--- src/rtl/scoreboard.sv ---
// In-order issue/commit scoreboard: circular buffer of in-flight instructions with writeback collection.
// Optional operand forwarding is built only when SB_FORWARD_EN is defined.
package ariane_pkg;
   localparam int unsigned NR_SB_ENTRIES = 4;
   localparam int unsigned TRANS_ID_BITS = $clog2(NR_SB_ENTRIES);
   localparam int unsigned NR_WB_PORTS   = 3;

   typedef struct packed {
      logic [63:0] cause;
      logic [63:0] tval;
      logic        valid;
   } exception;

   typedef struct packed {
      logic [63:0]              pc;
      logic [TRANS_ID_BITS-1:0] trans_id;
      logic [3:0]               fu;
      logic [7:0]               op;
      logic [4:0]               rs1;
      logic [4:0]               rs2;
      logic [4:0]               rd;
      logic [63:0]              result;
      logic                     valid;
      logic                     use_imm;
      exception                 ex;
   } scoreboard_entry;
endpackage

module scoreboard
   import ariane_pkg::*;
#(
   parameter int unsigned NR_ENTRIES  = ariane_pkg::NR_SB_ENTRIES,
   parameter int unsigned NR_WB_PORTS = ariane_pkg::NR_WB_PORTS
) (
   input  logic                                        clk_i,
   input  logic                                        rst_ni,
   input  logic                                        flush_i,
   output logic                                        full_o,
   input  scoreboard_entry                             decoded_instr_i,
   input  logic                                        decoded_instr_valid_i,
   output logic                                        decoded_instr_ack_o,
   output logic [TRANS_ID_BITS-1:0]                    issued_trans_id_o,
   input  logic [NR_WB_PORTS-1:0]                      wb_valid_i,
   input  logic [NR_WB_PORTS-1:0][TRANS_ID_BITS-1:0]   trans_id_i,
   input  logic [NR_WB_PORTS-1:0][63:0]                wdata_i,
   input  exception [NR_WB_PORTS-1:0]                  ex_i,
   output scoreboard_entry                             commit_instr_o,
   output logic                                        commit_valid_o,
   input  logic                                        commit_ack_i,
   output logic [31:0]                                 rd_clobber_o,
   input  logic [4:0]                                  rs1_i,
   input  logic [4:0]                                  rs2_i,
   output logic [63:0]                                 rs1_o,
   output logic [63:0]                                 rs2_o,
   output logic                                        rs1_valid_o,
   output logic                                        rs2_valid_o
);
   localparam int unsigned TIDW = TRANS_ID_BITS;
   typedef logic [TIDW-1:0] tid_t;

   scoreboard_entry [NR_ENTRIES-1:0] mem_q, mem_d;
   logic [NR_ENTRIES-1:0]            occ_q, occ_d;
   tid_t                             head_q, head_d;
   tid_t                             tail_q, tail_d;
   logic [TIDW:0]                    cnt_q, cnt_d;
   logic                             issue_s;
   logic                             commit_s;

   // full depends only on the registered count, so a same-cycle commit never frees a slot for issue
   assign full_o              = (cnt_q == (TIDW+1)'(NR_ENTRIES));
   assign decoded_instr_ack_o = decoded_instr_valid_i & ~full_o & ~flush_i;
   assign issue_s             = decoded_instr_ack_o;
   assign issued_trans_id_o   = tail_q;
   assign commit_instr_o      = mem_q[head_q];
   assign commit_valid_o      = occ_q[head_q] & mem_q[head_q].valid;
   assign commit_s            = commit_valid_o & commit_ack_i;

   // Next-state: flush dominates; otherwise writeback, commit and issue update the buffer
   always_comb begin
      mem_d  = mem_q;
      occ_d  = occ_q;
      head_d = head_q;
      tail_d = tail_q;
      cnt_d  = cnt_q;
      if (flush_i) begin
         occ_d  = '0;
         head_d = '0;
         tail_d = '0;
         cnt_d  = '0;
         for (int i = 0; i < int'(NR_ENTRIES); i++) begin
            mem_d[i].valid = 1'b0;
         end
      end else begin
         // highest port first so the lowest-index port's write is the one that sticks
         for (int p = int'(NR_WB_PORTS) - 1; p >= 0; p--) begin
            if (wb_valid_i[p] && occ_q[trans_id_i[p]]) begin
               mem_d[trans_id_i[p]].result = wdata_i[p];
               mem_d[trans_id_i[p]].valid  = 1'b1;
               mem_d[trans_id_i[p]].ex     = ex_i[p];
            end else begin
               occ_d = occ_d;
            end
         end
         if (commit_s) begin
            occ_d[head_q]       = 1'b0;
            mem_d[head_q].valid = 1'b0;
            head_d              = head_q + tid_t'(1);
         end else begin
            head_d = head_q;
         end
         if (issue_s) begin
            mem_d[tail_q]          = decoded_instr_i;
            mem_d[tail_q].trans_id = tail_q;
            mem_d[tail_q].valid    = 1'b0;
            occ_d[tail_q]          = 1'b1;
            tail_d                 = tail_q + tid_t'(1);
         end else begin
            tail_d = tail_q;
         end
         case ({issue_s, commit_s})
            2'b10:   cnt_d = cnt_q + (TIDW+1)'(1);
            2'b01:   cnt_d = cnt_q - (TIDW+1)'(1);
            default: cnt_d = cnt_q;
         endcase
      end
   end

   // State registers
   always_ff @(posedge clk_i or negedge rst_ni) begin
      if (!rst_ni) begin
         mem_q  <= '0;
         occ_q  <= '0;
         head_q <= '0;
         tail_q <= '0;
         cnt_q  <= '0;
      end else begin
         mem_q  <= mem_d;
         occ_q  <= occ_d;
         head_q <= head_d;
         tail_q <= tail_d;
         cnt_q  <= cnt_d;
      end
   end

   // Pending-writer map; x0 is never reported
   always_comb begin
      rd_clobber_o = '0;
      for (int i = 0; i < int'(NR_ENTRIES); i++) begin
         rd_clobber_o[mem_q[i].rd] = rd_clobber_o[mem_q[i].rd] | occ_q[i];
      end
      rd_clobber_o[0] = 1'b0;
   end

`ifdef SB_FORWARD_EN
   // Walk oldest to youngest from head so the youngest matching writer is the last one kept
   function automatic logic [64:0] fwd_lookup(
      input logic [4:0]                       rs,
      input scoreboard_entry [NR_ENTRIES-1:0] mem,
      input logic [NR_ENTRIES-1:0]            occ,
      input tid_t                             head
   );
      logic [64:0] hit;
      tid_t        idx;
      hit = 65'd0;
      for (int k = 0; k < int'(NR_ENTRIES); k++) begin
         idx = head + tid_t'(k);
         if (occ[idx] && (mem[idx].rd == rs)) begin
            hit = {mem[idx].valid & ~mem[idx].ex.valid, mem[idx].result};
         end else begin
            hit = hit;
         end
      end
      return ((rs == 5'd0) || !hit[64]) ? 65'd0 : hit;
   endfunction

   assign {rs1_valid_o, rs1_o} = fwd_lookup(rs1_i, mem_q, occ_q, head_q);
   assign {rs2_valid_o, rs2_o} = fwd_lookup(rs2_i, mem_q, occ_q, head_q);
`else
   logic unused_rs_s;
   assign unused_rs_s = ^{rs1_i, rs2_i};
   assign rs1_o       = 64'd0;
   assign rs2_o       = 64'd0;
   assign rs1_valid_o = 1'b0;
   assign rs2_valid_o = 1'b0;
`endif

endmodule

--- config.mk ---
export PLATFORM = sky130hd
export DESIGN_NAME = scoreboard
export DESIGN_NICKNAME = d
export VERILOG_FILES = /design/src/rtl/scoreboard.sv
export SDC_FILE = /design/constraint.sdc
export NUM_CORES = 2
export LEC_CHECK = 0
export CORE_AREA = 10 10 512 514
export CTS_CLUSTER_SIZE = 14
export DETAILED_ROUTE_END_ITERATION = 12
export DIE_AREA = 0 0 522 524
export PLACE_DENSITY_LB_ADDON = 0.12
export SLEW_MARGIN = 40
export SYNTH_ARGS = -nofsm -noshare
export SYNTH_HDL_FRONTEND = slang
export SYNTH_SLANG_ARGS = --single-unit
--- constraint.sdc ---
create_clock -name clk_i -period 10.6 [get_ports clk_i]
set_clock_uncertainty 0.15 [all_clocks]
set_input_delay 1.06 -clock clk_i [delete_from_list [all_inputs] [get_ports clk_i]]
set_output_delay 1.06 -clock clk_i [all_outputs]
set_load 0.005 [all_outputs]
==> out/results.ini <==
[timing]
setup_tns_ns=0
max_slew.worst_pin.slew_ns=1.16
rsz0062_at_grt=false
fmax_mhz=135
slew_headroom_pct=22.9
maxSlewViolCount=0
hold_ws_ns=0.319
post-route-period-util_pct=69.8
setup_viol=0
period_needed_ns=7.40
hold_viol_final=0

[global_route]
grt_pass1_vias=79700
grt_start_max_net_pins=192
grt_pass1_wl_um=576000
grt-ovfl-total=0
grt_use_total_pct=27.7
antenna_found_initial=266

[floorplanning]
start_util_pct=32.6
core-area_sq_um=251000
die_h_um=524
die_area_sq_um=274000
io_pins=1346
die_x_um=522
rows=184

[worst_setup_path]
cp-start-kind=flip-flop
reg2regPathDepth=11
worstSetupEndpointType=output port
crit_type=reg -> out
arrival_ns=6.19
worst-path-max-fanout=31
r2r_slack_ns=6.39
worstPathRequired_ns=9.39

[placement]
portBuffers=1201
post-dp-hpwl_um=259000
place_congestion=0.899
place_area_sq_um=96000

[job]
maxCapViolCount=0

[yosys]
synthCells=10400
synth_cell_type_count=84
synth_compound_area_share_pct=23.0
yosys_warnings=0
ys.flop_type=dfrtp_1
synth-xor-area-share_pct=0.170
ys_seq_area_share_pct=35.5
synth_area_leaders=dfrtp_1 36%, mux2i_1 9.7%, a21oi_1 9.7%, nand2_1 9.0%, mux4_2 7.9%
yosysTopAreaCell=dfrtp_1
synth-simple-area-share_pct=17.7
synth-edff-count=0
yosys_register_bits=1163
yosysTopAreaCellShare_pct=35.5
synthMuxAreaShare_pct=17.6
synth_top_family_by_area=compound AO/OA/AOI/OAI gates
synthesis.area_sq_um=81900
avgSynthCellArea_sq_um=7.87
async_flop_share_pct=100
synth_fa_ha_area_share_pct=0.177

[drt]
drt_iter0_markers=8236
drtPass1Iterations=8
drc=0
num_vias=83400
wl_per_cell_um=27.3
postRouteAntennaNets=0
drt_wl_total_um=398000
vias_per_cell=5.73

[clocking]
clkLatencyLatePin_ns=0.81
root_buffer=clkbuf_16
tritoncts=done
cts_sinks=1163
postCtsSetupBuffers=0
clk_path_buf_depth=3
cts_made_buffers=157
cts.htree.levels=4
path_clk_slew_ns=0.06

[cells_and_area]
seq_area_sq_um=29100
final_area_sq_um=102000
drive_above_1_share_pct=6.57
multiInputGateArea_sq_um=48700
fill_cells=25000
synthToLayoutAreaGrowth_pct=24.5
nets=11800

[hold_path]
hold_path_depth=2
hold_class=reg -> reg

[run_status]
status=complete, no violations

[power]
p_per_area_nw_per_um2=175
p_total_uw=17800
ir_drop_v=0.000154
p_leak_uw=0.0443

==> path summary, 6_finish.rpt <==
| check | to | from |
|---|---|---|
| hold reg to reg | mem_q[256] | mem_q[256] |
| setup reg to reg | mem_q[69] | cnt_q[2] |
| setup / recovery | rd_clobber_o[25] | mem_q[483] |
| hold / removal | mem_q[256] | mem_q[256] |
| max in group asynchronous | mem_q[946] | rst_ni |
| min in group asynchronous | mem_q[417] | rst_ni |
==> layout by cell type, fill, tap and decap left out, drive strengths merged, types with 6 or more instances in the layout <==
cell type,synthesis,routed
nand2,1963,1963
clkinv,0,26
ha,10,10
or3,6,6
o311ai,10,10
nor2,1603,1603
buf,317,149
a31oi,13,13
o211ai,12,12
o31ai,10,10
conb,1,131
dfrtp,1163,1163
mux2i,792,792
nand3,23,23
a311oi,7,7
nor4,9,9
o2111ai,10,10
clkbuf,787,247
o311a,6,6
and3,6,6
a21oi,1580,1580
nand2b,18,18
mux4,289,289
nor3,18,18
xnor2,10,10
o21ai,804,804
and2,15,15
inv,9,15
nand4,9,9
diode,0,158
nor3b,10,10
a211oi,782,782
nand3b,8,8
clkdlybuf4s50,0,1199
or2,6,6
bufinv,0,6
nor2b,17,17
==> per-stage QoR <==
step                      setup slack, ns  utilization [%]  cells
after floorplan                      6.45                -  10500
after global placement               4.19             38.0  14100
after detailed placement             4.23             38.2  14100
after CTS                            3.31             40.3  14400
after global routing                 2.80             40.6  14500
final                                3.20             40.6  14600
==> cell usage after synthesis (all sizes together) (7+ instances only) <==
cell / count
a211oi: 782
a21oi: 1580
a311oi: 7
a31oi: 13
and2: 15
buf: 317
clkbuf: 787
dfrtp: 1163
ha: 10
inv: 9
mux2i: 792
mux4: 289
nand2: 1963
nand2b: 18
nand3: 23
nand3b: 8
nand4: 9
nor2: 1603
nor2b: 17
nor3: 18
nor3b: 10
nor4: 9
o2111ai: 10
o211ai: 12
o21ai: 804
o311ai: 10
o31ai: 10
xnor2: 10
==> cell type report <==
cell class	instances	area share [%]
Multi-Input combinational cell	8259	47.7
Timing Repair Buffer	1350	14.1
Inverter	9	0.0331
Clock inverter	40	0.534
Tap cell	3348	4.11
Clock buffer	246	4.61
Sequential cell	1163	28.5
Antenna cell	158	0.388
==> state kept, by name, summed over array words and instances (netlist names) <==
signal             flops
mem_q               1152
occ_q                  4
cnt_q                  3
head_q                 2
issued_trans_id_o      2
==> routing by layer <==
metal	GRT usage [%]	routed length, um	vias to the layer above
li1	-	-	37700
met5	0	1050	-
met4	13.6	18500	160
met2	43.5	183000	3746
met1	34.8	158000	40900
met3	8.13	36500	927
==> cell families after synthesis <==
group                    after synthesis
multiplexers                        1082
buffers and inverters               1113
AO/OA/AOI/OAI                       3286
adder cells (fa/ha/maj)               11
flip-flops                          1163
AND/OR/NAND/NOR                     3734
XOR/XNOR                              15
other                                  1
==> what timing repair did <==
item	CTS	global route
setup endpoints to repair	0	0
hold endpoints to repair	0	36
hold buffers	0	1
gates resized for setup	0	0
==> report_power, final <==
part | total, uW | internal, uW | switching (uW)
combinational | 5760 | 2820 | 2940
clock | 5480 | 3210 | 2280
sequential | 6580 | 5610 | 970
total | 17800 | 11600 | 6180
==> critical path, cell delays in order (launching register included) <==
cell and delay, ns:
dfrtp_1 0.68, nand2_1 0.57, o32ai_1 0.27, nor2b_1 0.20
o311ai_0 0.46, o211a_1 0.28, nand4_1 0.50, nand3b_1 0.45
nor4b_1 0.20, nor4b_1 0.48, and4bb_4 0.58, mux2i_1 0.17
clkdlybuf4s50_1 0.52
No activity file was read; power rests on OpenSTA's default activity.
